<file path="config.mk">
export PLATFORM = sky130hd
export DESIGN_NAME = motor_drive_flat
export DESIGN_NICKNAME = d
export VERILOG_FILES = /design/src/rtl/motor_drive_pkg.sv /design/src/rtl/motor_drive_if.sv /design/src/rtl/motor_drive_channel.sv /design/src/rtl/motor_drive.sv /design/src/flat_wrapper.sv
export SDC_FILE = /design/constraint.sdc
export NUM_CORES = 1
export LEC_CHECK = 0
export CORE_MARGIN = 2
export CORE_UTILIZATION = 35
export DETAILED_ROUTE_END_ITERATION = 7
export PLACE_DENSITY_LB_ADDON = 0.1
export SLEW_MARGIN = 0
export SYNTH_ARGS = -nofsm -noshare
export SYNTH_HDL_FRONTEND = slang
export SYNTH_SLANG_ARGS = --single-unit
</file>
<file path="constraint.sdc">
create_clock -name clock -period 10.8 [get_ports clock]
set_input_delay 2.16 -clock clock [delete_from_list [all_inputs] [get_ports clock]]
set_output_delay 2.16 -clock clock [all_outputs]
set_load 0.005 [all_outputs]
</file>
<file path="src/rtl/motor_drive_pkg.sv">
// Shared types and helpers for the two-channel motor drive: signed wheel
// speeds, PWM magnitudes, channel FSM states and the speed clamp/magnitude
// helpers used by each channel.
package motor_drive_pkg;

    typedef logic signed [9:0] speed_t;
    typedef logic        [8:0] mag_t;

    typedef enum logic {
        RUN  = 1'b0,
        DEAD = 1'b1
    } chan_state_t;

    localparam int     SPEED_MAX       = 511;
    localparam speed_t SPEED_NEG_LIMIT = speed_t'(-SPEED_MAX);
    localparam speed_t SPEED_RAW_MIN   = 10'b10_0000_0000;
    localparam speed_t SPEED_ZERO      = 10'sd0;

    // The most negative code has no positive twin, so fold it onto -511.
    function automatic speed_t clamp_speed(input speed_t raw);
        speed_t res;
        if (raw == SPEED_RAW_MIN) begin
            res = SPEED_NEG_LIMIT;
        end else begin
            res = raw;
        end
        return res;
    endfunction

    // Unsigned magnitude of an already clamped speed.
    function automatic mag_t speed_mag(input speed_t s);
        mag_t m;
        if (s[9]) begin
            m = mag_t'(-s);
        end else begin
            m = mag_t'(s);
        end
        return m;
    endfunction

endpackage

</file>
<file path="src/rtl/motor_drive_if.sv">
// Bundle between the balance control loop and the motor drive: enable and
// wheel speed commands towards the drive, H-bridge pins and status back.
interface motor_drive_if;
    import motor_drive_pkg::*;

    logic   enable;
    speed_t target_speed_left;
    speed_t target_speed_right;
    logic   pwm_left;
    logic   dir_left;
    logic   pwm_right;
    logic   dir_right;
    speed_t cur_speed_left;
    speed_t cur_speed_right;
    logic   period_start;

    modport master (
        output enable,
        output target_speed_left,
        output target_speed_right,
        input  pwm_left,
        input  dir_left,
        input  pwm_right,
        input  dir_right,
        input  cur_speed_left,
        input  cur_speed_right,
        input  period_start
    );

    modport slave (
        input  enable,
        input  target_speed_left,
        input  target_speed_right,
        output pwm_left,
        output dir_left,
        output pwm_right,
        output dir_right,
        output cur_speed_left,
        output cur_speed_right,
        output period_start
    );

endinterface

</file>
<file path="src/rtl/motor_drive_channel.sv">
// One H-bridge channel: slew-limited speed ramp, reversal through zero and a
// dead-time with PWM low, then the direction flip. All speed updates happen
// on the shared period_start strobe; PWM is a registered magnitude compare.
module motor_channel
    import motor_drive_pkg::*;
#(
    parameter int PWM_BITS     = 9,
    parameter int RAMP_STEP    = 8,
    parameter int DEAD_PERIODS = 2
) (
    input  logic                clock,
    input  logic                reset,
    input  logic                enable,
    input  logic                period_start,
    input  logic [PWM_BITS-1:0] pwm_cnt,
    input  speed_t              target_speed,
    output logic                pwm,
    output logic                dir,
    output speed_t              cur_speed
);

    localparam int DEAD_LOAD_INT = (DEAD_PERIODS > 0) ? DEAD_PERIODS : 1;
    localparam int DEAD_W        = (DEAD_LOAD_INT > 1) ? $clog2(DEAD_LOAD_INT + 1) : 1;
    localparam int CMP_W         = (PWM_BITS > 9) ? PWM_BITS : 9;

    localparam logic [DEAD_W-1:0] DEAD_LOAD = DEAD_W'(DEAD_LOAD_INT);
    localparam logic [DEAD_W-1:0] DEAD_ONE  = DEAD_W'(1);
    localparam logic [DEAD_W-1:0] DEAD_ZERO = DEAD_W'(0);

    localparam logic signed [10:0] STEP_POS = 11'(RAMP_STEP);
    localparam logic signed [10:0] STEP_NEG = -STEP_POS;
    localparam speed_t             STEP_S10 = speed_t'(RAMP_STEP);

    chan_state_t        state_r;
    chan_state_t        state_next_s;
    logic [DEAD_W-1:0]  dead_cnt_r;
    logic [DEAD_W-1:0]  dead_cnt_next_s;
    logic               dir_r;
    logic               dir_next_s;
    logic               pwm_r;
    logic               pwm_next_s;
    speed_t             cur_r;
    speed_t             cur_next_s;

    speed_t             tgt_s;
    logic signed [10:0] tgt_ext_s;
    logic signed [10:0] cur_ext_s;
    logic signed [10:0] diff_s;
    speed_t             ramp_up_s;
    speed_t             ramp_dn_s;
    speed_t             ramped_s;
    speed_t             to_zero_s;
    logic               tgt_neg_s;
    logic               tgt_pos_s;
    logic               opposes_s;
    mag_t               mag_next_s;

    // Ramp arithmetic: 11-bit differences so +/-511 never overflows; the
    // 10-bit step sums are only selected where they stay in range.
    always_comb begin
        tgt_s     = clamp_speed(target_speed);
        tgt_ext_s = {tgt_s[9], tgt_s};
        cur_ext_s = {cur_r[9], cur_r};
        diff_s    = tgt_ext_s - cur_ext_s;
        ramp_up_s = cur_r + STEP_S10;
        ramp_dn_s = cur_r - STEP_S10;
        tgt_neg_s = tgt_s[9];
        tgt_pos_s = ~tgt_s[9] & (tgt_s != SPEED_ZERO);
        opposes_s = dir_r ? tgt_neg_s : tgt_pos_s;

        if (diff_s > STEP_POS) begin
            ramped_s = ramp_up_s;
        end else if (diff_s < STEP_NEG) begin
            ramped_s = ramp_dn_s;
        end else begin
            ramped_s = tgt_s;
        end

        if (cur_ext_s > STEP_POS) begin
            to_zero_s = ramp_dn_s;
        end else if (cur_ext_s < STEP_NEG) begin
            to_zero_s = ramp_up_s;
        end else begin
            to_zero_s = SPEED_ZERO;
        end
    end

    // Channel FSM next state: ramp in RUN, count out the dead-time in DEAD.
    always_comb begin
        state_next_s    = state_r;
        dead_cnt_next_s = dead_cnt_r;
        dir_next_s      = dir_r;
        cur_next_s      = cur_r;
        if (!enable) begin
            state_next_s    = RUN;
            dead_cnt_next_s = DEAD_ZERO;
            cur_next_s      = SPEED_ZERO;
        end else if (period_start) begin
            case (state_r)
                RUN: begin
                    if (!opposes_s) begin
                        cur_next_s = ramped_s;
                    end else if (cur_r != SPEED_ZERO) begin
                        cur_next_s = to_zero_s;
                    end else begin
                        state_next_s    = DEAD;
                        dead_cnt_next_s = DEAD_LOAD;
                    end
                end
                DEAD: begin
                    cur_next_s = SPEED_ZERO;
                    if (dead_cnt_r <= DEAD_ONE) begin
                        dead_cnt_next_s = DEAD_ZERO;
                        dir_next_s      = ~dir_r;
                        state_next_s    = RUN;
                    end else begin
                        dead_cnt_next_s = dead_cnt_r - DEAD_ONE;
                    end
                end
                default: begin
                    state_next_s    = RUN;
                    dead_cnt_next_s = DEAD_ZERO;
                    cur_next_s      = SPEED_ZERO;
                end
            endcase
        end else begin
            cur_next_s = cur_r;
        end
    end

    // PWM compare against the speed being loaded this clock, so a new speed
    // applies from the first count of its period.
    always_comb begin
        mag_next_s = speed_mag(cur_next_s);
        if (!enable || (state_next_s == DEAD)) begin
            pwm_next_s = 1'b0;
        end else begin
            pwm_next_s = (CMP_W'(pwm_cnt) < CMP_W'(mag_next_s));
        end
    end

    // Channel state, direction, applied speed and PWM pin registers.
    always_ff @(posedge clock or posedge reset) begin
        if (reset) begin
            state_r    <= RUN;
            dead_cnt_r <= DEAD_ZERO;
            dir_r      <= 1'b1;
            cur_r      <= SPEED_ZERO;
            pwm_r      <= 1'b0;
        end else begin
            state_r    <= state_next_s;
            dead_cnt_r <= dead_cnt_next_s;
            dir_r      <= dir_next_s;
            cur_r      <= cur_next_s;
            pwm_r      <= pwm_next_s;
        end
    end

    assign pwm       = pwm_r;
    assign dir       = dir_r;
    assign cur_speed = cur_r;

endmodule

</file>
<file path="src/rtl/motor_drive.sv">
// Two-wheel motor drive: a shared PWM timebase (prescaler, period counter,
// period_start strobe) feeding two independent slew-limited channels.
module motor_drive
    import motor_drive_pkg::*;
#(
    parameter int PWM_BITS     = 9,
    parameter int CLK_DIV      = 4,
    parameter int RAMP_STEP    = 8,
    parameter int DEAD_PERIODS = 2
) (
    input  logic         clock,
    input  logic         reset,
    motor_drive_if.slave bus
);

    localparam int PRESC_W = (CLK_DIV > 1) ? $clog2(CLK_DIV) : 1;

    localparam logic [PRESC_W-1:0]  PRESC_LAST = PRESC_W'(CLK_DIV - 1);
    localparam logic [PRESC_W-1:0]  PRESC_ZERO = PRESC_W'(0);
    localparam logic [PRESC_W-1:0]  PRESC_ONE  = PRESC_W'(1);
    localparam logic [PWM_BITS-1:0] CNT_LAST   = {PWM_BITS{1'b1}};
    localparam logic [PWM_BITS-1:0] CNT_ZERO   = {PWM_BITS{1'b0}};
    localparam logic [PWM_BITS-1:0] CNT_ONE    = PWM_BITS'(1);

    logic [PRESC_W-1:0]  presc_r;
    logic [PWM_BITS-1:0] pwm_cnt_r;
    logic                period_start_r;
    logic                presc_wrap_s;

    assign presc_wrap_s = (presc_r == PRESC_LAST);

    // Free-running timebase; period_start is registered so it is high while
    // presc and pwm_cnt both sit at zero, starting one full period after reset.
    always_ff @(posedge clock or posedge reset) begin
        if (reset) begin
            presc_r        <= PRESC_ZERO;
            pwm_cnt_r      <= CNT_ZERO;
            period_start_r <= 1'b0;
        end else begin
            if (presc_wrap_s) begin
                presc_r   <= PRESC_ZERO;
                pwm_cnt_r <= pwm_cnt_r + CNT_ONE;
            end else begin
                presc_r   <= presc_r + PRESC_ONE;
                pwm_cnt_r <= pwm_cnt_r;
            end
            period_start_r <= presc_wrap_s && (pwm_cnt_r == CNT_LAST);
        end
    end

    assign bus.period_start = period_start_r;

    motor_channel #(
        .PWM_BITS    (PWM_BITS),
        .RAMP_STEP   (RAMP_STEP),
        .DEAD_PERIODS(DEAD_PERIODS)
    ) u_left (
        .clock       (clock),
        .reset       (reset),
        .enable      (bus.enable),
        .period_start(period_start_r),
        .pwm_cnt     (pwm_cnt_r),
        .target_speed(bus.target_speed_left),
        .pwm         (bus.pwm_left),
        .dir         (bus.dir_left),
        .cur_speed   (bus.cur_speed_left)
    );

    motor_channel #(
        .PWM_BITS    (PWM_BITS),
        .RAMP_STEP   (RAMP_STEP),
        .DEAD_PERIODS(DEAD_PERIODS)
    ) u_right (
        .clock       (clock),
        .reset       (reset),
        .enable      (bus.enable),
        .period_start(period_start_r),
        .pwm_cnt     (pwm_cnt_r),
        .target_speed(bus.target_speed_right),
        .pwm         (bus.pwm_right),
        .dir         (bus.dir_right),
        .cur_speed   (bus.cur_speed_right)
    );

endmodule

</file>
<file path="src/flat_wrapper.sv">
// flat-port wrapper written by rule: the top's interface ports become plain ports
module motor_drive_flat import motor_drive_pkg::*;
#(
    parameter int PWM_BITS     = 9,
    parameter int CLK_DIV      = 4,
    parameter int RAMP_STEP    = 8,
    parameter int DEAD_PERIODS = 2
)
  (clock, reset, bus_enable, bus_target_speed_left, bus_target_speed_right, bus_pwm_left, bus_dir_left, bus_pwm_right, bus_dir_right, bus_cur_speed_left, bus_cur_speed_right, bus_period_start);
  motor_drive_if bus_i ();
  input  logic clock;
  input  logic reset;
  input wire logic [$bits(bus_i.enable)-1:0] bus_enable;
  input wire logic [$bits(bus_i.target_speed_left)-1:0] bus_target_speed_left;
  input wire logic [$bits(bus_i.target_speed_right)-1:0] bus_target_speed_right;
  output wire logic [$bits(bus_i.pwm_left)-1:0] bus_pwm_left;
  output wire logic [$bits(bus_i.dir_left)-1:0] bus_dir_left;
  output wire logic [$bits(bus_i.pwm_right)-1:0] bus_pwm_right;
  output wire logic [$bits(bus_i.dir_right)-1:0] bus_dir_right;
  output wire logic [$bits(bus_i.cur_speed_left)-1:0] bus_cur_speed_left;
  output wire logic [$bits(bus_i.cur_speed_right)-1:0] bus_cur_speed_right;
  output wire logic [$bits(bus_i.period_start)-1:0] bus_period_start;
  assign bus_i.enable = bus_enable;
  assign bus_i.target_speed_left = bus_target_speed_left;
  assign bus_i.target_speed_right = bus_target_speed_right;
  assign bus_pwm_left = bus_i.pwm_left;
  assign bus_dir_left = bus_i.dir_left;
  assign bus_pwm_right = bus_i.pwm_right;
  assign bus_dir_right = bus_i.dir_right;
  assign bus_cur_speed_left = bus_i.cur_speed_left;
  assign bus_cur_speed_right = bus_i.cur_speed_right;
  assign bus_period_start = bus_i.period_start;
  motor_drive #(.PWM_BITS(PWM_BITS), .CLK_DIV(CLK_DIV), .RAMP_STEP(RAMP_STEP), .DEAD_PERIODS(DEAD_PERIODS)) u_core (.clock(clock), .reset(reset), .bus(bus_i));
endmodule
</file>
==> run_results.csv, run 1 <==
group,metric,value,unit
flow_run,max_cap_violations,0,
clock_network,cts_htree_levels,2,
sta,max_slew.worst_pin.slew,818.7,ps
placed_design,hpwlAfterDp,12340,um
clock_network,clock_latency,280,ps
finish,final_layout_size_suffix_gt1_share,6.083,%
clock_network,cts_buffer_depth,2,
floorplanning,start_util,35.65,%
worst_setup_path,crit_fanout,9,
route,post_drt_via_cell_ratio,5.902,
sta,report.final.hold_viol_count,0,
worst_setup_path,timing_worst_setup_path_type,"input pin to register",
pwr,pd_cells,66.47,nW/um2
worst_setup_path,cp_data_arrival_time,9270,ps
worst_setup_path,worst_path_most_repeated_cell,"ha_1",
floorplanning,die_area,15680,um2
sta,final.period_utilization,83.83,%
worst_setup_path,worst_setup_path_end_kind,"register",
pwr,p_sw,0.0001094,W
sta,grt_setup_unrepaired,"false",
global_routing,grt_usage,19.87,%
finish,synthToLayoutAreaGrowth,14.31,%
pwr,power.share.clock,39.2,%
finish,finish.net_count,739,
worst_setup_path,cp_slowest_cell,"or4_1",
synthesis,count_of_flip_flops_with_a_built_in_enable_after_synthesis,0,
pwr,pwr-share-comb,20.2,%
worst_setup_path,timing.critical_path.from_type,"input pin",
finish,antenna_cells_inserted,0,
synthesis,dominantRegCellSynth,"dfrtp_1",
sta,postLayoutSetupSlackWorst,1746,ps
clock_network,clock_tree.root_cell,"clkbuf_16",
clock_network,tritoncts,"built",
synthesis,synth.distinct_cells,81,
worst_setup_path,crit_path_max_incr_delay,560,ps
global_routing,overflow_after_grt,0,
global_routing,grt_pass1_vias,4909,
global_routing,grt_first_pass_wirelength,25890,um
synthesis,mapped_avg_cell_area,7.899,um2
pwr,intPower,0.0002813,W
pwr,irDropWorstVdd,0.05932,mV
placed_design,io_buffer_count,47,
finish,fill_cells,1495,
sta,finalSetupTns,0,ps
pwr,pwr-share-seq,40.6,%
finish,finalInstanceArea,5878,um2
synthesis,synth.yosys.seq_area_share,20.49,%
floorplanning,placeableCoreArea,14420,um2
pwr,power_leakage,2.396,nW
synthesis,synth-seq-cells,42,
placed_design,post_dp_cell_area,5727,um2
clock_network,cts_setup_buffers,0,
placed_design,gp_congestion,0.9079,
clock_network,hold_buffer_count_at_cts,0,
route,route.vias.total,5064,
global_routing,antenna_violations_before_repair,0,
sta,fin_skew,9.432,ps
placed_design,pre_cts_slack,1500,ps
synthesis,post_synthesis_cell_area,5142,um2
floorplanning,die_h,125.2,um
route,drc,0,
pwr,swShare,28.01,%
synthesis,synth.yosys.warnings,0,
clock_network,tritoncts_num_sinks,42,
outcome,run_status,"finished clean",
sta,timing.slew.headroom,44.70,%
synthesis,syn_inst,651,
worst_setup_path,worstPathRequired,11010,ps
floorplanning,dieWidth,125.2,um
route,routed_wl,15870,um
route,drt-wirelength-per-cell,18.49,um
synthesis,net_count_of_the_mapped_netlist,717,
sta,report.final.slew_viol_count,0,
floorplanning,rows,44,
worst_hold_path,hp-class,"register to register",
sta,layout_min_cycle_time,9054,ps
sta,max_freq,110.4,MHz
clock_network,cts_buffers,5,
sta,report.final.setup_viol,0,
route,dr.first_iter.drc_count,398,
route,drt_pass1_iterations,6,
clock_network,postCtsResizedCells,0,
clock_network,clk_pin_slew_worst_paths,70,ps
synthesis,postSynth.asyncResetShare,100.0,%
route,drt.antenna.violating_nets,0,
floorplanning,floorplan.io_pins,48,
global_routing,pin_count_of_the_biggest_net_entering_global_routing,43,
-- state kept, by name (all words and copies together) (netlist names) --
signal                     cells
u_core.bus.period_start        1
u_core.u_right.state_r         1
u_core.u_left.pwm              1
u_core.u_left.dead_cnt_r       2
u_core.u_right.dir             1
u_core.u_left.state_r          1
u_core.u_right.pwm             1
u_core.u_right.cur_speed      10
u_core.u_left.cur_speed       10
u_core.presc_r                 2
u_core.u_right.dead_cnt_r      2
u_core.u_left.dir              1
u_core.pwm_cnt_r               9
-- routing by layer --
metal  routed length (um)  track usage [%]  up-vias
met5                    0                0        -
met4                   53            2.353        0
met3                  931            2.781        4
met2                 6874            30.88      157
met1                 8004            30.12     2428
li1                     -                -     2475
-- cells in the final DEF (no fill, tap or decap), drive strengths merged, types with 7 or more instances in the layout --
master	n
a211oi	7
xnor2	27
ha	41
a31oi	11
o21ai	32
inv	39
mux2i	7
and2	9
a22oi	8
nand3	23
nor2b	18
nor4	11
nand2	47
o221ai	7
a21o	10
dfrtp	40
nor3	21
nor2	45
and3	9
nand2b	14
a21oi	39
xor2	22
clkdlybuf4s50	47
nand4	17
-- cells by family after synthesis --
family,after synthesis,synth area share (%)
buffers and inverters,74,5.474
muxes,10,2.092
and+or+nand+nor,244,25.28
xor gates and xnor gates,49,8.492
adders and majority gates,45,11.17
AOI/OAI and AO/OA,187,27.01
DFF,42,20.49
-- final timing paths --
kind	slack, ps	startpoint	endpoint	depth (start not counted)
max	1750	bus_target_speed_right[4]	u_core.u_right.pwm	28
min	420	u_core.presc_r[0]	u_core.presc_r[0]	1
max reg2reg	4730	u_core.u_right.cur_speed[3]	u_core.u_right.pwm	23
min reg2reg	420	u_core.presc_r[0]	u_core.presc_r[0]	1
max in group asynchronous	8100	reset	u_core.u_right.dir	3
min in group asynchronous	2310	reset	u_core.u_left.pwm	3
-- area by class of cell --
type                            instances  area [um2]  area share, %
Multi-Input combinational cell        535        3807          64.77
Clock inverter                          2       12.51         0.2129
Tap cell                              184       230.2          3.917
Timing Repair Buffer                   49       485.5          8.259
Inverter                               40       150.1          2.554
Sequential cell                        42        1054          17.92
Clock buffer                            6       138.9          2.363
-- power by group through the flow --
stage	registers [W]	clock network (W)	logic, W
6_report	0.000159	0.000153	0.0000788
5_1_grt	0.000159	0.000165	0.0000868
3_5_place_dp	0.000162	0	0.0000778
4_1_cts	0.000159	0.000157	0.0000783
3_3_place_gp	0.000162	0	0.0000775
2_1_floorplan	0.000161	0	0.0000531
-- critical path: cells and delay by family --
family | cells | cell delay (ps)
xor+xnor | 1 | 160
buf+inv | 2 | 560
fa+ha+maj | 4 | 1090
compound gates | 8 | 1870
simple gates | 13 | 3430
-- Yosys cell counts (5+ instances only) --
cell type,n,share of area (%)
a31oi_1,8,0.97
nor2b_1,18,2.2
a21oi_1,39,3.8
dfrtp_1,40,19
and2_1,9,1.1
xnor2_1,26,4.4
a21o_1,10,1.5
and3_1,9,1.1
or3_1,5,0.61
o21ai_0,31,3.0
nand2b_1,13,1.6
o221ai_1,7,1.2
nand2_1,47,3.4
o31ai_1,5,0.73
nand4_1,16,1.9
a22oi_1,8,1.2
a211oi_1,6,0.88
o22ai_1,6,0.73
inv_1,40,2.9
nor4_1,11,1.3
a221oi_1,5,0.85
ha_1,41,10
mux2i_1,7,1.4
clkbuf_1,31,2.3
nor2_1,45,3.3
xor2_1,22,3.7
nand3_1,23,2.2
nor3b_1,5,0.73
nor3_1,21,2.0
o21a_1,5,0.73
-- stage by stage --
step,hold WS (ps),std cells,total power (W),utilization (%)
global placement,415.6,850,0.0002392,39.70
floorplan,403.1,651,0.0002145,-
finish,422.6,858,0.0003907,40.75
CTS,430.6,858,0.0003941,40.75
detailed placement,421.6,850,0.0002394,39.70
global route,443.3,858,0.0004110,40.75
Power figures use the tool's default switching activity.
==> inputs of run 2 (changes only) <==
==> constraint.sdc (replaced) <==
create_clock -name clock -period 8.95 [get_ports clock]
set_input_delay 1.79 -clock clock [delete_from_list [all_inputs] [get_ports clock]]
set_output_delay 1.79 -clock clock [all_outputs]
set_load 0.005 [all_outputs]
==> run 2 against run 1 <==
Against the previous run:
- worst hold slack improved by 5.5 ps
- register-to-register slack worse by 1800 ps
- critical path type unchanged
- clock skew is 3.8 ps lower
- core utilization is 0.48 points higher
- cell area rose by 1.2%
- die area unchanged
==> run_results.csv, run 2 (synthesized netlist as in run 1, its figures left out) <==
group,metric,value,unit
floorplanning,die_area,15680,um2
sta,fin_skew,5.611,ps
finish,antenna_cells_inserted,0,
global_routing,pin_count_of_the_biggest_net_entering_global_routing,43,
worst_setup_path,worst_setup_path_end_kind,"register",
flow_run,max_cap_violations,0,
route,drt.antenna.violating_nets,0,
worst_setup_path,timing_worst_setup_path_type,"input pin to register",
sta,max_slew.worst_pin.slew,758.3,ps
worst_setup_path,worst_path_most_repeated_cell,"ha_1",
sta,report.final.setup_viol,0,
route,drc,0,
placed_design,place_inst,853,
placed_design,io_buffer_count,47,
outcome,run_status,"finished clean",
floorplanning,rows,44,
worst_setup_path,worst-r2r-cell-count,21,
worst_hold_path,timing.hold.worst_path_depth,1,
sta,layout_min_cycle_time,8427,ps
worst_setup_path,critPathTopFamily,"simple AND/OR/NAND/NOR gates",
pwr,irDropWorstVdd,0.07626,mV
global_routing,antenna_violations_before_repair,0,
worst_setup_path,timing.rr.end,"u_core.u_right.pwm",
finish,layout.cells.most_common_list,"nand2_1, clkdlybuf4s50_1, nor2_1",
worst_hold_path,hp-class,"register to register",
worst_setup_path,worstPathRequired,9180,ps
sta,finalSetupTns,0,ps
clock_network,clk_pin_slew_worst_paths,70,ps
finish,synthToLayoutAreaGrowth,15.64,%
placed_design,hpwlAfterDp,12570,um
pwr,pd_cells,84.18,nW/um2
route,routed_wl,16240,um
sta,final.period_utilization,94.16,%
finish,multi_input_comb_area,3831,um2
floorplanning,floorplan.io_pins,48,
clock_network,hold_buffer_count_at_cts,0,
finish,fill_cells,1473,
global_routing,grt_usage,20.17,%
floorplanning,die_h,125.2,um
finish,sequential_cell_area,1054,um2
clock_network,clock_latency,290,ps
pwr,power_leakage,2.420,nW
sta,timing.slew.headroom,48.91,%
route,post_drt_via_cell_ratio,6.154,
worst_setup_path,timing.reg2reg.setup_slack,2970,ps
sta,grt_setup_unrepaired,"false",
global_routing,overflow_after_grt,0,
placed_design,post_dp_cell_area,5749,um2
worst_setup_path,cp_data_arrival_time,8650,ps
floorplanning,dieWidth,125.2,um
global_routing,grt_pass1_vias,4815,
route,drt_pass1_iterations,5,
floorplanning,placeableCoreArea,14420,um2
worst_setup_path,timing.critical_path.from_type,"input pin",
worst_hold_path,hold_start,"u_core.presc_r[0]",
worst_setup_path,crit_path_max_incr_delay,570,ps
worst_hold_path,holdPathEnd,"u_core.presc_r[0]",
worst_setup_path,reg2reg_from,"u_core.u_right.cur_speed[3]",
clock_network,cts_buffers,5,
finish,finalInstanceArea,5947,um2
sta,hold-worst-slack,428.1,ps
sta,max_freq,118.7,MHz
clock_network,clock_tree.root_cell,"clkbuf_16",
sta,report.final.hold_viol_count,0,
finish,final_core_utilization,41.23,%
finish,final_layout_size_suffix_gt1_share,7.080,%
clock_network,cts_buffer_depth,2,
global_routing,grt_first_pass_wirelength,26030,um
worst_setup_path,cp_slowest_cell,"or4_1",
clock_network,cts_htree_levels,2,
floorplanning,start_util,35.65,%
finish,final_cell_count_no_fill,862,
route,route.vias.total,5305,
sta,report.final.slew_viol_count,0,
route,dr.first_iter.drc_count,428,
finish,finish.net_count,743,
placed_design,gp_congestion,0.9091,
route,drt-wirelength-per-cell,18.84,um
clock_network,tritoncts_num_sinks,42,
clock_network,tritoncts,"built",
worst_setup_path,worst-path-buf-inv,2,
worst_setup_path,crit_fanout,9,
run 2: cell types whose count changed in the layout (fill, tap and decap cells not counted), sizes merged:
cell	before	now
buf	2	6
bufinv	0	1
clkinv	2	1
run 2: area by class of cell:
class / instances / area share [%]
clock inverter: 2 / 0.6312
tap: 184 / 3.871
clock buffer: 6 / 2.167
inverter: 40 / 2.525
multi-input combinational: 535 / 64.42
timing repair buffer: 53 / 8.668
sequential: 42 / 17.72
run 2: power breakdown:
part,switching (W),internal [W],total (W),leakage [nW]
Clock,0.0000787,0.000132,0.000211,0.0771
Combinational,0.0000586,0.0000398,0.0000985,1.78
Sequential,0.000000946,0.000191,0.000192,0.564
run 2: per-stage QoR:
stage               setup slack, ps   power, W
floorplan                      1326  0.0002588
global placement              482.0  0.0002900
detailed placement            187.9  0.0002906
CTS                           472.7  0.0005036
global route                  39.16  0.0005244
finish                        523.0  0.0005006
run 2: worst max-delay path by stage:
stage                     cells after the start  slack, ps            endpoint                 startpoint
after floorplan                              27       1330  u_core.u_right.pwm  bus_target_speed_right[4]
after global placement                       28        480  u_core.u_right.pwm  bus_target_speed_right[4]
after detailed placement                     28        190  u_core.u_right.pwm  bus_target_speed_right[4]
after CTS                                    28        470  u_core.u_right.pwm  bus_target_speed_right[4]
after global routing                         28         40  u_core.u_right.pwm  bus_target_speed_right[4]
final                                        28        520  u_core.u_right.pwm  bus_target_speed_right[4]
run 2: metal layers:
metal	vias up	global-route usage (%)	wire (um)
li1	2492	-	-
met1	2558	30.94	7929
met2	231	29.73	6982
met3	24	2.739	1091
met4	0	4.967	237
met5	-	0	0
run 2: timing repair:
action | CTS | global route
setup buffers | 0 | 1
endpoints found under the setup margin | 0 | 1
resized for setup | 0 | 4
==> inputs of run 3 (changes only) <==
--- a/config.mk
+++ b/config.mk
@@ -8,6 +8,7 @@
 export CORE_MARGIN = 2
 export CORE_UTILIZATION = 35
 export DETAILED_ROUTE_END_ITERATION = 7
+export HOLD_SLACK_MARGIN = 0.05
 export PLACE_DENSITY_LB_ADDON = 0.1
 export SLEW_MARGIN = 0
 export SYNTH_ARGS = -nofsm -noshare
==> results of run 3 <==
The final DEF is identical to that of run 2; final timing and power are the same.
